<file path="src/rtl/ov5640_pkg.sv">
// Shared definitions for the OV5640 DVP test-pattern source: FSM states,
// pattern mode codes and the RGB565 colour-bar palette.
package ov5640_pkg;

  typedef enum logic [2:0] {
    S_IDLE    = 3'd0,
    S_VSYNC   = 3'd1,
    S_V_BACK  = 3'd2,
    S_ACTIVE  = 3'd3,
    S_V_FRONT = 3'd4
  } dvp_state_e;

  typedef enum logic [1:0] {
    PAT_BARS    = 2'd0,
    PAT_RAMP    = 2'd1,
    PAT_SOLID   = 2'd2,
    PAT_CHECKER = 2'd3
  } pat_mode_e;

  localparam logic [15:0] RGB_WHITE   = 16'hFFFF;
  localparam logic [15:0] RGB_YELLOW  = 16'hFFE0;
  localparam logic [15:0] RGB_CYAN    = 16'h07FF;
  localparam logic [15:0] RGB_GREEN   = 16'h07E0;
  localparam logic [15:0] RGB_MAGENTA = 16'hF81F;
  localparam logic [15:0] RGB_RED     = 16'hF800;
  localparam logic [15:0] RGB_BLUE    = 16'h001F;
  localparam logic [15:0] RGB_BLACK   = 16'h0000;

  function automatic logic [15:0] bar_colour(input logic [2:0] idx);
    logic [15:0] c;
    case (idx)
      3'd0:    c = RGB_WHITE;
      3'd1:    c = RGB_YELLOW;
      3'd2:    c = RGB_CYAN;
      3'd3:    c = RGB_GREEN;
      3'd4:    c = RGB_MAGENTA;
      3'd5:    c = RGB_RED;
      3'd6:    c = RGB_BLUE;
      default: c = RGB_BLACK;
    endcase
    return c;
  endfunction

endpackage

</file>
<file path="src/rtl/ov5640_pat_gen.sv">
// Pattern pixel generator: computes the RGB565 value of the next pixel and
// holds it in a register so it is ready the cycle its high byte goes out.
module ov5640_pat_gen
  import ov5640_pkg::*;
(
  input  logic        clk,
  input  logic        ld,
  input  pat_mode_e   mode,
  input  logic [10:0] x,
  input  logic [10:0] y,
  input  logic [2:0]  bar_idx,
  input  logic        parity,
  input  logic [15:0] solid_rgb,
  output logic [15:0] pix_p0
);

  logic [7:0]  gray;
  logic [15:0] pix_c;
  logic        unused_ok;

  assign gray      = x[9:2];
  assign unused_ok = ^{x[10], x[1:0], y[10:6], y[4:0]};

  always_comb begin
    pix_c = RGB_BLACK;
    case (mode)
      PAT_BARS:    pix_c = bar_colour(bar_idx);
      PAT_RAMP:    pix_c = {gray[7:3], gray[7:2], gray[7:3]};
      PAT_SOLID:   pix_c = solid_rgb;
      PAT_CHECKER: pix_c = (x[5] ^ y[5] ^ parity) ? RGB_WHITE : RGB_BLACK;
      default:     pix_c = RGB_BLACK;
    endcase
  end

  // p0: pixel register, loaded on the edge that starts a pixel's high byte
  always_ff @(posedge clk) begin
    if (ld) pix_p0 <= pix_c;
  end

endmodule

</file>
<file path="src/rtl/ov5640_dvp_gen.sv">
// Synthesisable OV5640 DVP source: vsync/href/8-bit RGB565 byte stream with
// sensor-like frame timing and selectable test patterns.
module ov5640_dvp_gen
  import ov5640_pkg::*;
#(
  parameter int H_PIXEL = 640,
  parameter int V_PIXEL = 480,
  parameter int H_BLANK = 160,
  parameter int VSYNC_W = 4,
  parameter int V_BACK  = 16,
  parameter int V_FRONT = 8
) (
  input  logic        sys_clk,
  input  logic        sys_rst_n,
  input  logic        gen_en,
  input  logic [1:0]  pat_mode,
  input  logic [15:0] solid_rgb,
  output logic        dvp_vsync,
  output logic        dvp_href,
  output logic [7:0]  dvp_data,
  output logic        frame_start,
  output logic        frame_done,
  output logic [15:0] frame_cnt,
  output logic        busy
);

  localparam int          LINE_LEN = 2 * H_PIXEL + H_BLANK;
  localparam logic [11:0] H_LAST   = 12'(LINE_LEN - 1);
  localparam logic [11:0] H_ACT    = 12'(2 * H_PIXEL);
  localparam int          BAR_W    = H_PIXEL / 8;
  localparam logic [10:0] BAR_LAST = 11'(BAR_W - 1);

  dvp_state_e  state_p0, state_nx;
  logic [11:0] hcnt_p0, hcnt_nx;
  logic [10:0] vcnt_p0, vcnt_nx;
  logic [10:0] lines_last;
  logic        line_end, latch_cfg;
  pat_mode_e   mode_q;
  logic [15:0] rgb_q;
  logic [2:0]  bar_idx_p0, bar_idx_nx;
  logic [10:0] bar_px_p0, bar_px_nx;
  logic [10:0] x_nx;
  logic        pix_ld;
  logic [15:0] pix_p0;
  logic        href_p0, frame_end_p0;

  function automatic logic [2:0] bar_sat_inc(input logic [2:0] idx);
    return (idx == 3'd7) ? idx : idx + 3'd1;
  endfunction

  assign line_end = (hcnt_p0 == H_LAST);

  always_comb begin
    lines_last = 11'd0;
    case (state_p0)
      S_VSYNC:   lines_last = 11'(VSYNC_W - 1);
      S_V_BACK:  lines_last = 11'(V_BACK - 1);
      S_ACTIVE:  lines_last = 11'(V_PIXEL - 1);
      S_V_FRONT: lines_last = 11'(V_FRONT - 1);
      default:   lines_last = 11'd0;
    endcase
  end

  // Every non-idle state is a whole number of equal-length lines
  always_comb begin
    state_nx  = state_p0;
    hcnt_nx   = hcnt_p0;
    vcnt_nx   = vcnt_p0;
    latch_cfg = 1'b0;
    if (state_p0 == S_IDLE) begin
      if (gen_en) begin
        state_nx  = S_VSYNC;
        hcnt_nx   = '0;
        vcnt_nx   = '0;
        latch_cfg = 1'b1;
      end
    end else if (!line_end) begin
      hcnt_nx = hcnt_p0 + 12'd1;
    end else begin
      hcnt_nx = '0;
      if (vcnt_p0 != lines_last) begin
        vcnt_nx = vcnt_p0 + 11'd1;
      end else begin
        vcnt_nx = '0;
        case (state_p0)
          S_VSYNC:  state_nx = S_V_BACK;
          S_V_BACK: state_nx = S_ACTIVE;
          S_ACTIVE: state_nx = S_V_FRONT;
          default: begin
            if (gen_en) begin
              state_nx  = S_VSYNC;
              latch_cfg = 1'b1;
            end else begin
              state_nx = S_IDLE;
            end
          end
        endcase
      end
    end
  end

  // Pixel requests run on next-cycle counters so the pixel is registered in time
  assign x_nx   = hcnt_nx[11:1];
  assign pix_ld = (state_nx == S_ACTIVE) && !hcnt_nx[0] && (hcnt_nx < H_ACT);

  always_comb begin
    bar_idx_nx = bar_idx_p0;
    bar_px_nx  = bar_px_p0;
    if (x_nx == 11'd0) begin
      bar_idx_nx = '0;
      bar_px_nx  = '0;
    end else if (bar_px_p0 == BAR_LAST) begin
      bar_idx_nx = bar_sat_inc(bar_idx_p0);
      bar_px_nx  = '0;
    end else begin
      bar_px_nx = bar_px_p0 + 11'd1;
    end
  end

  always_ff @(posedge sys_clk or negedge sys_rst_n) begin
    if (!sys_rst_n) begin
      state_p0   <= S_IDLE;
      hcnt_p0    <= '0;
      vcnt_p0    <= '0;
      bar_idx_p0 <= '0;
      bar_px_p0  <= '0;
    end else begin
      state_p0 <= state_nx;
      hcnt_p0  <= hcnt_nx;
      vcnt_p0  <= vcnt_nx;
      if (pix_ld) begin
        bar_idx_p0 <= bar_idx_nx;
        bar_px_p0  <= bar_px_nx;
      end
    end
  end

  always_ff @(posedge sys_clk) begin
    if (latch_cfg) begin
      mode_q <= pat_mode_e'(pat_mode);
      rgb_q  <= solid_rgb;
    end
  end

  ov5640_pat_gen u_pat_gen (
    .clk       (sys_clk),
    .ld        (pix_ld),
    .mode      (mode_q),
    .x         (x_nx),
    .y         (vcnt_nx),
    .bar_idx   (bar_idx_nx),
    .parity    (frame_cnt[0]),
    .solid_rgb (rgb_q),
    .pix_p0    (pix_p0)
  );

  assign href_p0      = (state_p0 == S_ACTIVE) && (hcnt_p0 < H_ACT);
  assign frame_end_p0 = (state_p0 == S_ACTIVE) && (vcnt_p0 == 11'(V_PIXEL - 1))
                        && (hcnt_p0 == H_ACT);

  // p1: all DVP outputs registered together so vsync/href/data share one edge
  always_ff @(posedge sys_clk or negedge sys_rst_n) begin
    if (!sys_rst_n) begin
      dvp_vsync   <= 1'b0;
      dvp_href    <= 1'b0;
      dvp_data    <= 8'h00;
      frame_start <= 1'b0;
      frame_done  <= 1'b0;
      frame_cnt   <= 16'h0000;
      busy        <= 1'b0;
    end else begin
      dvp_vsync   <= (state_p0 == S_VSYNC);
      dvp_href    <= href_p0;
      dvp_data    <= href_p0 ? (hcnt_p0[0] ? pix_p0[7:0] : pix_p0[15:8]) : 8'h00;
      frame_start <= (state_p0 == S_VSYNC) && (hcnt_p0 == 12'd0) && (vcnt_p0 == 11'd0);
      frame_done  <= frame_end_p0;
      if (frame_end_p0) frame_cnt <= frame_cnt + 16'd1;
      busy        <= (state_p0 != S_IDLE);
    end
  end

endmodule

</file>
<file path="config.mk">
export PLATFORM = sky130hd
export DESIGN_NAME = ov5640_dvp_gen
export DESIGN_NICKNAME = d
export VERILOG_FILES = /design/src/rtl/ov5640_pkg.sv /design/src/rtl/ov5640_pat_gen.sv /design/src/rtl/ov5640_dvp_gen.sv
export SDC_FILE = /design/constraint.sdc
export NUM_CORES = 1
export LEC_CHECK = 0
export CAP_MARGIN = 20
export CELL_PAD_IN_SITES_DETAIL_PLACEMENT = 1
export CELL_PAD_IN_SITES_GLOBAL_PLACEMENT = 1
export CORE_MARGIN = 2
export CORE_UTILIZATION = 55
export DETAILED_ROUTE_END_ITERATION = 7
export DONT_BUFFER_PORTS = 1
export PLACE_DENSITY = 0.91
export RECOVER_POWER = 100
export SETUP_SLACK_MARGIN = 0.5
export SLEW_MARGIN = 20
export SYNTH_ARGS = -nofsm -noshare
export SYNTH_HDL_FRONTEND = slang
export SYNTH_SLANG_ARGS = --single-unit
export TNS_END_PERCENT = 20
</file>
<file path="constraint.sdc">
create_clock -name sys_clk -period 5.6 [get_ports sys_clk]
set_input_delay 1.12 -clock sys_clk [delete_from_list [all_inputs] [get_ports sys_clk]]
set_output_delay 1.12 -clock sys_clk [all_outputs]
set_load 0.03 [all_outputs]
</file>
==> results of run 1 <==
## sequential cells by signal (all words and copies together) (netlist names), 2 cells and up
signal / flops
bar_px_p0: 11
mode_q: 2
hcnt_p0: 12
rgb_q: 16
bar_idx_p0: 3
dvp_data: 8
frame_cnt: 16
u_pat_gen.pix_p0: 16
vcnt_p0: 11
state_p0: 3
## cells by family after synthesis
kind of cell               count (synthesis)  synth area share [%]
and+or+nand+nor                          169                  19.5
AOI/OAI and AO/OA                        113                  15.7
DFF                                      103                  53.6
buffers and inverters                     34                  3.17
xor gates and xnor gates                  23                  3.93
muxes                                     12                  2.39
adders and majority gates                  7                  1.71
## critical path, cell delays in order, from the launching register on
cell and delay, ns:
sky130_fd_sc_hd__dfrtp_1 0.51, sky130_fd_sc_hd__nor3_1 1.03, sky130_fd_sc_hd__inv_4 0.18, sky130_fd_sc_hd__a211o_1 0.32, sky130_fd_sc_hd__a22o_1 0.28, sky130_fd_sc_hd__o211ai_1 0.87, sky130_fd_sc_hd__o21ai_1 0.29, sky130_fd_sc_hd__xnor2_1 0.46
sky130_fd_sc_hd__o22ai_1 0.30, sky130_fd_sc_hd__a221o_1 0.33
## power breakdown
group | leakage, nW | switching [mW] | internal, mW | total, mW
Clock | 0.104 | 0.297 | 0.179 | 0.477
Combinational | 0.947 | 0 | 0.000112 | 0.000113
Sequential | 1.16 | 0 | 0.775 | 0.775
## layout by cell type, fill, tap and decap left out, drive strengths merged, types with 3 or more instances in the layout
| cell | n |
|---|---|
| a211o | 16 |
| a21oi | 13 |
| a22o | 6 |
| a31oi | 5 |
| and2 | 8 |
| and3 | 12 |
| and4 | 4 |
| buf | 3 |
| clkbuf | 10 |
| clkinv | 3 |
| dfrtp | 69 |
| edfxtp | 34 |
| ha | 7 |
| inv | 22 |
| mux2i | 10 |
| nand2 | 31 |
| nand2b | 6 |
| nand3 | 23 |
| nand3b | 3 |
| nand4 | 11 |
| nor2 | 24 |
| nor2b | 10 |
| nor3 | 8 |
| nor3b | 3 |
| nor4 | 10 |
| o211ai | 3 |
| o21ai | 39 |
| o22ai | 4 |
| o2bb2ai | 3 |
| o31ai | 9 |
| or2 | 3 |
| or3 | 3 |
| or4 | 3 |
| xnor2 | 16 |
| xor2 | 7 |
## per-stage QoR
stage	area (µm²)	total power, mW	util (%)
3_3_place_gp	5200	0.791	56.9
2_1_floorplan	5130	0.791	-
5_1_grt	5350	1.29	58.4
4_1_cts	5410	1.26	59.1
6_report	5350	1.25	58.4
3_5_place_dp	5200	0.791	56.9
## layout make-up
class / instances / area [µm²] / share of cell area (%)
Timing Repair Buffer: 4 / 26.3 / 0.491
Inverter: 18 / 70.1 / 1.31
Multi-Input combinational cell: 324 / 2160 / 40.4
Clock inverter: 7 / 81.3 / 1.52
Sequential cell: 103 / 2750 / 51.4
Tap cell: 111 / 139 / 2.60
Clock buffer: 9 / 124 / 2.32
## path summary, 6_finish.rpt
check                      slack, ns                     startpoint                             to
setup / recovery                0.78          state_p0[2]$_DFF_PN0_  u_pat_gen.pix_p0[5]$_DFFE_PP_
hold / removal                  0.41                      sys_rst_n      frame_cnt[15]$_DFFE_PN0P_
setup reg to reg                0.78          state_p0[2]$_DFF_PN0_  u_pat_gen.pix_p0[5]$_DFFE_PP_
hold reg to reg                 0.51  u_pat_gen.pix_p0[6]$_DFFE_PP_          dvp_data[6]$_DFF_PN0_
max in group asynchronous       5.08                      sys_rst_n      bar_idx_p0[2]$_DFFE_PN0P_
min in group sys_clk            0.51  u_pat_gen.pix_p0[6]$_DFFE_PP_          dvp_data[6]$_DFF_PN0_
## per-layer routing
metal  up-vias  GRT usage, %
met5         -             0
li1       1713             -
met2        97          41.7
met3        24          3.95
met1      1881          33.8
met4         0          9.48
==> run summary, run 1 <==
The run finished with clean final reports. The analysis attributes to cell leakage a power of 2.21 nW. In this run the tightest slew margin relative to its limit is 17.5%. The count of buffers added by post-CTS timing repair for setup was 0. Final hold analysis gives a worst-case slack of 0.408 ns.

Input and output buffers added on the ports amount to 0. The total of flip-flops plus latches after synthesis works out to 103. The tools report the CTS root buffer as sky130_fd_sc_hd__clkbuf_8. The tools report the diode insertion count for antenna repair as 0. The region available for standard cell placement spans 0.00915 mm². The most common cell in the netlist is sky130_fd_sc_hd__dfrtp_1. The count of nets left with antenna violations once routing finished came out at 0.

The run gives 50 as the I/O pin count. The run gives 0 as the initial antenna violation count. The run gives 207 MHz as the maximum operating frequency. Entering global routing, the biggest net connects 70 pins.

Largest clock skew in the final design: 0.0137 ns. Yosys attributes the largest share of cell area to sky130_fd_sc_hd__dfrtp_1 (34%), sky130_fd_sc_hd__edfxtp_1 (20%), sky130_fd_sc_hd__o21ai_0 (3.2%). After detailed routing, the total wire length is 12.0 mm.

At the placement stage, the worst setup path has a slack of 1.25 ns. The routed length on met1 is 5.23 mm. The routed design uses 6.05 mm of met2 wire. The post-synthesis instance area was 0.00513 mm². Detailed-router iteration count before antenna repair: 4. Yosys mapped a number of flops with a built-in enable equal to 34. For the net count after synthesis, the log shows 489. Subtracting the final worst setup slack from the clock period gives 4.82 ns.

For the worst setup path, the data arrival time is 4.96 ns. The run gives 0 as the count of warnings emitted by yosys. The transition time at the pin with the least slew margin works out to 1.23 ns. The hold violation count in the final report is 0. STA classifies the critical path startpoint as a register. The tools report the last weighted congestion value of the routability-driven placer as 0.851. Sequential elements use 53.6% of the synthesized area.

Power spread over the standard cell area amounts to 234 mW/mm². For the full die area, the log shows 0.0101 mm². In the final layout, the share of cells above drive strength 1 is 6.88%. Summed over all nets, wire length on met3 after detailed routing comes to 461 µm. The library cell with the largest summed area after synthesis is sky130_fd_sc_hd__dfrtp_1. Setup violations remaining at the end of the flow were counted as 0. The via count normalized by instance count is 6.45, and the number of H-tree levels is 3.

The initial utilization of the core area, before any placement, comes to 56.0%. At the worst endpoint, the required time is 5.74 ns. The commonest cells after synthesis are sky130_fd_sc_hd__dfrtp_1 (69), sky130_fd_sc_hd__edfxtp_1 (34), sky130_fd_sc_hd__o21ai_0 (33).

The clock passes through at most 2 buffers. The number of cells on the worst reg-to-reg path is 9. The DRC violation count after routing is 0, and the per-cell routed wire length is 20.8 µm.

The detailed router used layers up to and including met4. Averaged over all synthesized cells, the footprint is 11.1 µm². The HPWL after detailed placement is 8.58 mm. For this run, the number of standard cells in the final layout without fillers is 576. The CTS buffer count came out at 9.

The final setup TNS came out at 0 ns. For this design, the sink count on the clock tree is 103. TritonCTS built the clock tree. Clock-pin slew was measured on the worst setup and hold paths at 0.12 ns.

Global routing used 25.2% of the available tracks across all layers. In this run the vertical extent of the chip is 101 µm. The detailed router finished its first iteration with 182 violations. The floorplan step set the die width to 101 µm.

The tools report the total grt overflow as 0. The maximum VDD drop is 155 µV. For this run, the leading register cell type out of synthesis is sky130_fd_sc_hd__dfrtp_1. The worst path meets setup with 0.780 ns of slack. In this run, post-CTS repair resized a total of 0 instances.

For this design, the CTS-stage hold fixing added 0 buffers. The logs give 488 for the number of nets in the layout and 19.6 mm for the global-route wire length before repair. In this run the worst hold path is classified as in -> async. For the number of instances in the synthesized netlist, the log shows 461. Setup repair after global routing left no endpoint under its margin.

After floorplanning, the core was divided into 35 placement rows. Of all nets on the critical path, the largest fanout is 14. Number of fill cells in the layout: 967. The critical path is of the reg -> reg type.

The total count of max-transition violations in the final report is 0. For the number of global-route vias before repair, the log shows 3,817. The worst setup path is captured at a register.

Detailed routing inserted a total of 3,715 vias. The tool flagged a number of max-cap violations equal to 0. The growth of design area from synthesis to finish was 4.27%; the share of flip-flops with an asynchronous set or reset was 67.0%. The share of synthesized area in the top cell type comes to 33.7%. The run gives 68 as the count of different cell masters after synthesis. The number of placed instances, taps included, is 560.

Clock network latency to the later pin of the worst-skew pair: 0.39 ns. The part of the cycle the worst path needs is 86.1%.
Power figures use the tool's default switching activity.
==> run 2: changes to the inputs <==
--- a/config.mk
+++ b/config.mk
@@ -9,10 +9,10 @@
 export CELL_PAD_IN_SITES_DETAIL_PLACEMENT = 1
 export CELL_PAD_IN_SITES_GLOBAL_PLACEMENT = 1
 export CORE_MARGIN = 2
-export CORE_UTILIZATION = 55
+export CORE_UTILIZATION = 51
 export DETAILED_ROUTE_END_ITERATION = 7
 export DONT_BUFFER_PORTS = 1
-export PLACE_DENSITY = 0.91
+export PLACE_DENSITY = 0.86
 export RECOVER_POWER = 100
 export SETUP_SLACK_MARGIN = 0.5
 export SLEW_MARGIN = 20
==> constraint.sdc (replaced) <==
create_clock -name sys_clk -period 4.8 [get_ports sys_clk]
set_input_delay 0.96 -clock sys_clk [delete_from_list [all_inputs] [get_ports sys_clk]]
set_output_delay 0.96 -clock sys_clk [all_outputs]
set_load 0.03 [all_outputs]
==> run 2 against run 1 <==
Effect of this change: worst setup slack lost 0.13 ns; sequential cell count unchanged; final area is 1.5% higher; clock power grew 20%; critical path type unchanged; critical endpoint unchanged; largest cell class unchanged.
==> run summary, run 2 (synthesis results as in run 1) <==
The total buffers and inverters traversed by the critical path is 1 (unchanged). The run gives 0.38 ns (was 0.39 ns) as the clock network latency to the later pin of the worst-skew pair. The largest delay contributor family on the critical path is compound AO/OA/AOI/OAI gates (unchanged). The full die area was 0.0109 mm² (was 0.0101 mm²); the post-detailed-placement cell area was 0.00525 mm² (was 0.00520 mm²). The clock transition at the register clock pins on the worst setup and hold paths after CTS came out at 0.12 ns (about the same). The diode insertion count for antenna repair was 0 (unchanged). The CTS buffer count is 9 (unchanged), and the initial antenna violation count is 0 (unchanged). For the core area, the log shows 0.00977 mm² (was 0.00915 mm²). The run gives 0 ns (unchanged) as the final setup TNS. Top library cells by usage in the layout, fill and taps aside: sky130_fd_sc_hd__dfrtp_1 (69), sky130_fd_sc_hd__o21ai_0 (34), sky130_fd_sc_hd__edfxtp_1 (34) (unchanged).

Most common cell after layout, fill and taps aside: sky130_fd_sc_hd__dfrtp_1 (unchanged). The run gives 0.0112 ns (was 0.0137 ns) as the largest clock skew in the final design. The biggest fanout along the worst timing path is 12 (was 14). The tools report the endpoint class of the critical path as a register (unchanged). The routed wire length is 11.8 mm (was 12.0 mm), and the transition time at the pin with the least slew margin is 1.33 ns (was 1.23 ns). The final instance area was 0.00543 mm² (was 0.00535 mm²); the tightest slew margin relative to the limit was 10.5% (was 17.5%). For the total design power, the log shows 1.48 mW (was 1.25 mW). Type of the worst setup path: reg -> reg (unchanged). The DRC violation count after routing was 0 (unchanged).

The last weighted congestion value of the routability-driven placer is 0.836 (was 0.851). Final critical-path required period: 4.15 ns (was 4.82 ns). The core utilization of the finished layout is 55.5% (was 58.4%). Setup repair after global routing left no endpoint under its margin. For the maximum operating frequency, the log shows 241 MHz (was 207 MHz). The highest metal layer with signal wires was met4 (unchanged). TritonCTS built the clock tree. Placed wire-length estimate: 8.44 mm (was 8.58 mm). The run gives 2.24 nW (was 2.21 nW) as the standby leakage power. The worst slack at placement came out at 1.06 ns (was 1.25 ns). I/O pin count: 50 (unchanged). The tools report the startpoint type of the worst setup path as a register (unchanged). The run gives 584 (was 560) as the count of placed standard cells including taps. The tools report the DRC marker count from the first detailed-route iteration as 179 (was 182). The total power per unit cell area was 272 mW/mm² (was 234 mW/mm²); the cell depth of the worst flop-to-flop path was 9 (unchanged).

For the number of setup violations in the final report, the log shows 0 (unchanged). The logs give 0.257 ns (was 0.408 ns) for the worst-case hold slack and 0 (unchanged) for the final antenna-violating net count. The total routing usage reported by global routing was 23.0% (was 25.2%). Largest registers in the final layout: frame_cnt: 16 flops, rgb_q: 16 flops, u_pat_gen.pix_p0: 16 flops (unchanged). The run gives 3,809 (was 3,817) as the number of global-route vias before repair. The detailed-router iteration count before antenna repair was 4 (unchanged); the number of clock sinks was 103 (unchanged). The width of the die is 104 µm (was 101 µm), and the initial standard-cell utilization of the core is 52.5% (was 56.0%). The via count normalized by instance count came out at 6.09 (was 6.45). The count of input and output buffers was 0 (unchanged); the signal arrival time at the worst endpoint was 4.29 ns (was 4.96 ns). The total grt overflow was 0 (unchanged); the max-capacitance violation count was 0 (unchanged).

The count of buffers added by post-CTS timing repair for setup was 0 (unchanged); the growth of design area from synthesis to finish was 5.88% (was 4.27%). The met2 routed wirelength is 6.06 mm (was 6.05 mm), and the vertical die dimension is 104 µm (was 101 µm). Smallest setup slack after layout: 0.652 ns (was 0.780 ns).

The post-layout instance count excluding filler cells was 600 (was 576). The tools report the post-cts resize count as 0 (unchanged). The per-cell routed wire length works out to 19.7 µm (was 20.8 µm).

Series of cell instances along the critical path: nor3_1 > inv_4 > a211o_1 > a22o_1 > o211ai_1 > o21ai_1 > xnor2_1 > o22ai_1 > a221o_1 (unchanged). The worst hold path class was in -> async (unchanged). The tools report the floorplan row count as 36 (was 35).

The logs give 0 (unchanged) for the total count of max-transition violations in the final report and 4.94 ns (was 5.74 ns) for the required time at the worst-slack endpoint. The hold violation count in the final report is 0 (unchanged). The number of hold buffers added after CTS was 0 (unchanged); the maximum VDD drop was 182 µV (was 155 µV). The number of vias after detailed routing is 3,656 (was 3,715).

The CTS root buffer is sky130_fd_sc_hd__clkbuf_8 (unchanged). The routed length on met1 was 5.14 mm (was 5.23 mm); the share of final-layout standard cells stronger than drive strength 1 was 8.14% (was 6.88%). For the number of H-tree levels, the log shows 3 (unchanged).

Global-route wire length before repair: 20.0 mm (was 19.6 mm). The run gives 493 µm (was 461 µm) as the wire length on met3. Number of nets in the layout: 490 (was 488).

The run finished with clean final reports. The critical path's slowest cell is sky130_fd_sc_hd__nor3_1 (unchanged). The largest net degree at the start of global routing was 70 (unchanged); the path length in cells of the critical path was 9 (unchanged). The part of the cycle the worst path needs was 86.4% (was 86.1%); the largest buffer count on any clock path was 2 (unchanged). The largest incremental delay on the critical path works out to 1.11 ns (was 1.03 ns).
## run 2: layout make-up
class / count / area [µm²]
Multi-Input combinational cell: 324 / 2190
Clock inverter: 7 / 88.8
Sequential cell: 103 / 2750
Inverter: 18 / 70.1
Fill cell: 1051 / 4350
Tap cell: 133 / 166
Timing Repair Buffer: 6 / 37.5
Clock buffer: 9 / 124
## run 2: per-layer routing
| layer | up-vias | global-route usage, % |
|---|---|---|
| met5 | - | 0 |
| met4 | 0 | 5.31 |
| met3 | 13 | 4.89 |
| met2 | 86 | 40.0 |
| met1 | 1840 | 29.4 |
| li1 | 1717 | - |
## run 2: worst paths after layout
path / from / endpoint / slack (ns)
min: sys_rst_n / vcnt_p0[6]$_DFFE_PN0P_ / 0.26
min reg2reg: vcnt_p0[10]$_DFFE_PN0P_ / vcnt_p0[10]$_DFFE_PN0P_ / 0.51
max in group asynchronous: sys_rst_n / bar_px_p0[7]$_DFFE_PN0P_ / 4.37
min in group sys_clk: vcnt_p0[10]$_DFFE_PN0P_ / vcnt_p0[10]$_DFFE_PN0P_ / 0.51
max: state_p0[2]$_DFF_PN0_ / u_pat_gen.pix_p0[5]$_DFFE_PP_ / 0.65
max reg2reg: state_p0[2]$_DFF_PN0_ / u_pat_gen.pix_p0[5]$_DFFE_PP_ / 0.65
## run 2: where the power goes
group	switching [mW]	total (mW)	internal [mW]	leakage, nW
sequential	0	0.905	0.905	1.16
clock	0.358	0.574	0.216	0.107
combinational	0	0.000131	0.000130	0.968
total	0.358	1.48	1.12	2.24
==> run 3: changes to the inputs <==
--- a/config.mk
+++ b/config.mk
@@ -8,13 +8,14 @@
 export CAP_MARGIN = 20
 export CELL_PAD_IN_SITES_DETAIL_PLACEMENT = 1
 export CELL_PAD_IN_SITES_GLOBAL_PLACEMENT = 1
-export CORE_MARGIN = 2
+export CORE_MARGIN = 3
 export CORE_UTILIZATION = 51
 export DETAILED_ROUTE_END_ITERATION = 7
 export DONT_BUFFER_PORTS = 1
 export PLACE_DENSITY = 0.86
 export RECOVER_POWER = 100
 export SETUP_SLACK_MARGIN = 0.5
+export SKIP_LAST_GASP = 1
 export SLEW_MARGIN = 20
 export SYNTH_ARGS = -nofsm -noshare
 export SYNTH_HDL_FRONTEND = slang
==> run 3 against run 2 <==
Effect of this change: power about the same; clock skew hardly changed; sequential share of layout area about the same; critical path depth did not move; non-clock buffer count grew 1; hold slack worse by 0.0034 ns; first-iteration DRC count decreased by 2.2%; via count increased by 1.1%; worst setup slack got worse by 0.0065 ns; largest power group unchanged.
==> run summary, run 3 (synthesis results as in run 1) <==
The run finished with clean final reports. The via count normalized by instance count was 6.19 (was 6.09); the biggest fanout along the worst timing path was 16 (was 12). The tools report the clock network latency to the later pin of the worst-skew pair as 0.38 ns (about the same). The most common cell after layout, fill and taps aside is sky130_fd_sc_hd__dfrtp_1 (unchanged). The total buffers and inverters traversed by the critical path was 3 (was 1); the total design power was 1.48 mW (about the same).

Critical path's slowest cell: sky130_fd_sc_hd__nor3_1 (unchanged). Top library cells by usage in the layout, fill and taps aside: sky130_fd_sc_hd__dfrtp_1 (69), sky130_fd_sc_hd__o21ai_0 (34), sky130_fd_sc_hd__edfxtp_1 (34) (unchanged). For the tightest slew margin relative to the limit, the log shows 13.8% (was 10.5%). The initial standard-cell utilization of the core is 54.0% (was 52.5%), and the full die area is 0.0113 mm² (was 0.0109 mm²). The largest net degree at the start of global routing was 70 (unchanged). The tools report the number of hold buffers added after CTS as 0 (unchanged).

The run gives 0.646 ns (was 0.652 ns) as the smallest setup slack after layout. TritonCTS built the clock tree. The post-detailed-placement cell area was 0.00523 mm² (was 0.00525 mm²). The run gives 0 (unchanged) as the final antenna-violating net count. The worst slack at placement was 0.755 ns (was 1.06 ns); the hold violation count in the final report was 0 (unchanged). The standby leakage power came out at 2.24 nW (about the same). Largest registers in the final layout: frame_cnt: 16 flops, rgb_q: 16 flops, u_pat_gen.pix_p0: 16 flops (unchanged). The run gives 3,868 (was 3,809) as the number of global-route vias before repair.

The number of H-tree levels was 3 (unchanged); the number of fill cells in the layout was 1,017 (was 1,051). Type of the worst setup path: reg -> reg (unchanged). For the maximum VDD drop, the log shows 234 µV (was 182 µV).

The core area was 0.00950 mm² (was 0.00977 mm²). The worst hold path class was in -> async (unchanged). The width of the die is 106 µm (was 104 µm). For the initial antenna violation count, the log shows 0 (unchanged). The number of nets in the layout was 491 (was 490); the count of input and output buffers was 0 (unchanged). The last weighted congestion value of the routability-driven placer is 0.817 (was 0.836).

The run gives 0 (unchanged) as the total count of max-transition violations in the final report. The run gives 50 (unchanged) as the I/O pin count. Setup repair after global routing left no endpoint under its margin.

The tools report the number of vias after detailed routing as 3,697 (was 3,656). The tools report the DRC marker count from the first detailed-route iteration as 175 (was 179). Floorplan row count: 35 (was 36). The run gives 0 (unchanged) as the total grt overflow.

The DRC violation count after routing came out at 0 (unchanged). Transition time at the pin with the least slew margin: 1.28 ns (was 1.33 ns). The logs give 0.00543 mm² (about the same) for the final instance area and 0 (unchanged) for the max-capacitance violation count.

The maximum operating frequency is 241 MHz (about the same), and the signal arrival time at the worst endpoint is 4.20 ns (was 4.29 ns). Largest delay contributor family on the critical path: simple AND/OR/NAND/NOR gates (was compound AO/OA/AOI/OAI gates). Endpoint class of the critical path: a register (unchanged).

The share of final-layout standard cells stronger than drive strength 1 was 7.69% (was 8.14%); the placed wire-length estimate was 8.27 mm (was 8.44 mm). The final setup TNS is 0 ns (unchanged), and the largest clock skew in the final design is 0.0112 ns (about the same). Growth of design area from synthesis to finish: 5.93% (was 5.88%). For the routed wire length, the log shows 12.0 mm (was 11.8 mm). The run gives 0 (unchanged) as the diode insertion count for antenna repair. The run gives 4 (unchanged) as the detailed-router iteration count before antenna repair.

Series of cell instances along the critical path: nor3_1 > inv_4 > a211o_1 > a22o_1 > nor2_1 > xnor2_1 > a2111oi_4 > buf_12 > clkbuf_2 (was nor3_1 > inv_4 > a211o_1 > a22o_1 > o211ai_1 > o21ai_1 > xnor2_1 > o22ai_1 > a221o_1). The CTS buffer count came out at 9 (unchanged). The vertical die dimension was 106 µm (was 104 µm). The CTS root buffer is sky130_fd_sc_hd__clkbuf_8 (unchanged). The number of setup violations in the final report is 0 (unchanged).

The total power per unit cell area was 272 mW/mm² (about the same). For the global-route wire length before repair, the log shows 19.7 mm (was 20.0 mm). The per-cell routed wire length works out to 20.0 µm (was 19.7 µm). Startpoint type of the worst setup path: a register (unchanged). The part of the cycle the worst path needs was 86.5% (was 86.4%). The largest incremental delay on the critical path was 1.06 ns (was 1.11 ns). The number of clock sinks is 103 (unchanged), and the total routing usage reported by global routing is 21.9% (was 23.0%). The largest buffer count on any clock path is 2 (unchanged), and the clock transition at the register clock pins on the worst setup and hold paths after CTS is 0.12 ns (about the same). The final critical-path required period came out at 4.15 ns (about the same). The required time at the worst-slack endpoint is 4.85 ns (was 4.94 ns).
run 3: per-layer routing:
metal  up-vias  GRT usage [%]  part of all wire, %
li1       1721              -                    -
met4         0           4.72                 0.90
met2        76           36.8                   49
met1      1889           29.5                   47
met3        11           4.37                  3.3
met5         -              0                    0
run 3: power breakdown:
| group | internal [mW] | total (mW) | switching, mW |
|---|---|---|---|
| clock | 0.216 | 0.574 | 0.358 |
| combinational | 0.000130 | 0.000131 | 0 |
| sequential | 0.905 | 0.905 | 0 |
| total | 1.12 | 1.48 | 0.358 |
run 3: cell type report:
| type | instances | area, µm² | share of cell area, % |
|---|---|---|---|
| Multi-Input combinational cell | 324 | 2180 | 40.1 |
| Clock inverter | 7 | 93.8 | 1.73 |
| Inverter | 18 | 70.1 | 1.29 |
| Tap cell | 129 | 161 | 2.97 |
| Sequential cell | 103 | 2750 | 50.6 |
| Clock buffer | 9 | 124 | 2.28 |
| Timing Repair Buffer | 7 | 55.1 | 1.01 |
run 3: repair_timing:
action | 4_1_cts | 5_1_grt
setup buffers | 0 | 2
setup endpoints to repair | 0 | 30
resized for setup | 0 | 0
run 3: path summary, 6_finish.rpt:
kind / cells after the start / slack, ns / from / end
min in group sys_clk: 2 / 0.52 / u_pat_gen.pix_p0[11]$_DFFE_PP_ / dvp_data[3]$_DFF_PN0_
setup reg to reg: 9 / 0.65 / state_p0[2]$_DFF_PN0_ / u_pat_gen.pix_p0[10]$_DFFE_PP_
hold / removal: 0 / 0.25 / sys_rst_n / vcnt_p0[8]$_DFFE_PN0P_
max in group asynchronous: 0 / 4.44 / sys_rst_n / bar_px_p0[4]$_DFFE_PN0P_
hold reg to reg: 2 / 0.52 / u_pat_gen.pix_p0[11]$_DFFE_PP_ / dvp_data[3]$_DFF_PN0_
setup / recovery: 9 / 0.65 / state_p0[2]$_DFF_PN0_ / u_pat_gen.pix_p0[10]$_DFFE_PP_
run 3: metrics by stage:
step	instances	util (%)	hold slack, ns
final	597	57.2	0.254
after global placement	579	55.1	0.490
after detailed placement	579	55.1	0.495
after CTS	595	57.4	0.250
after floorplan	461	-	0.460
after global routing	597	57.2	0.232
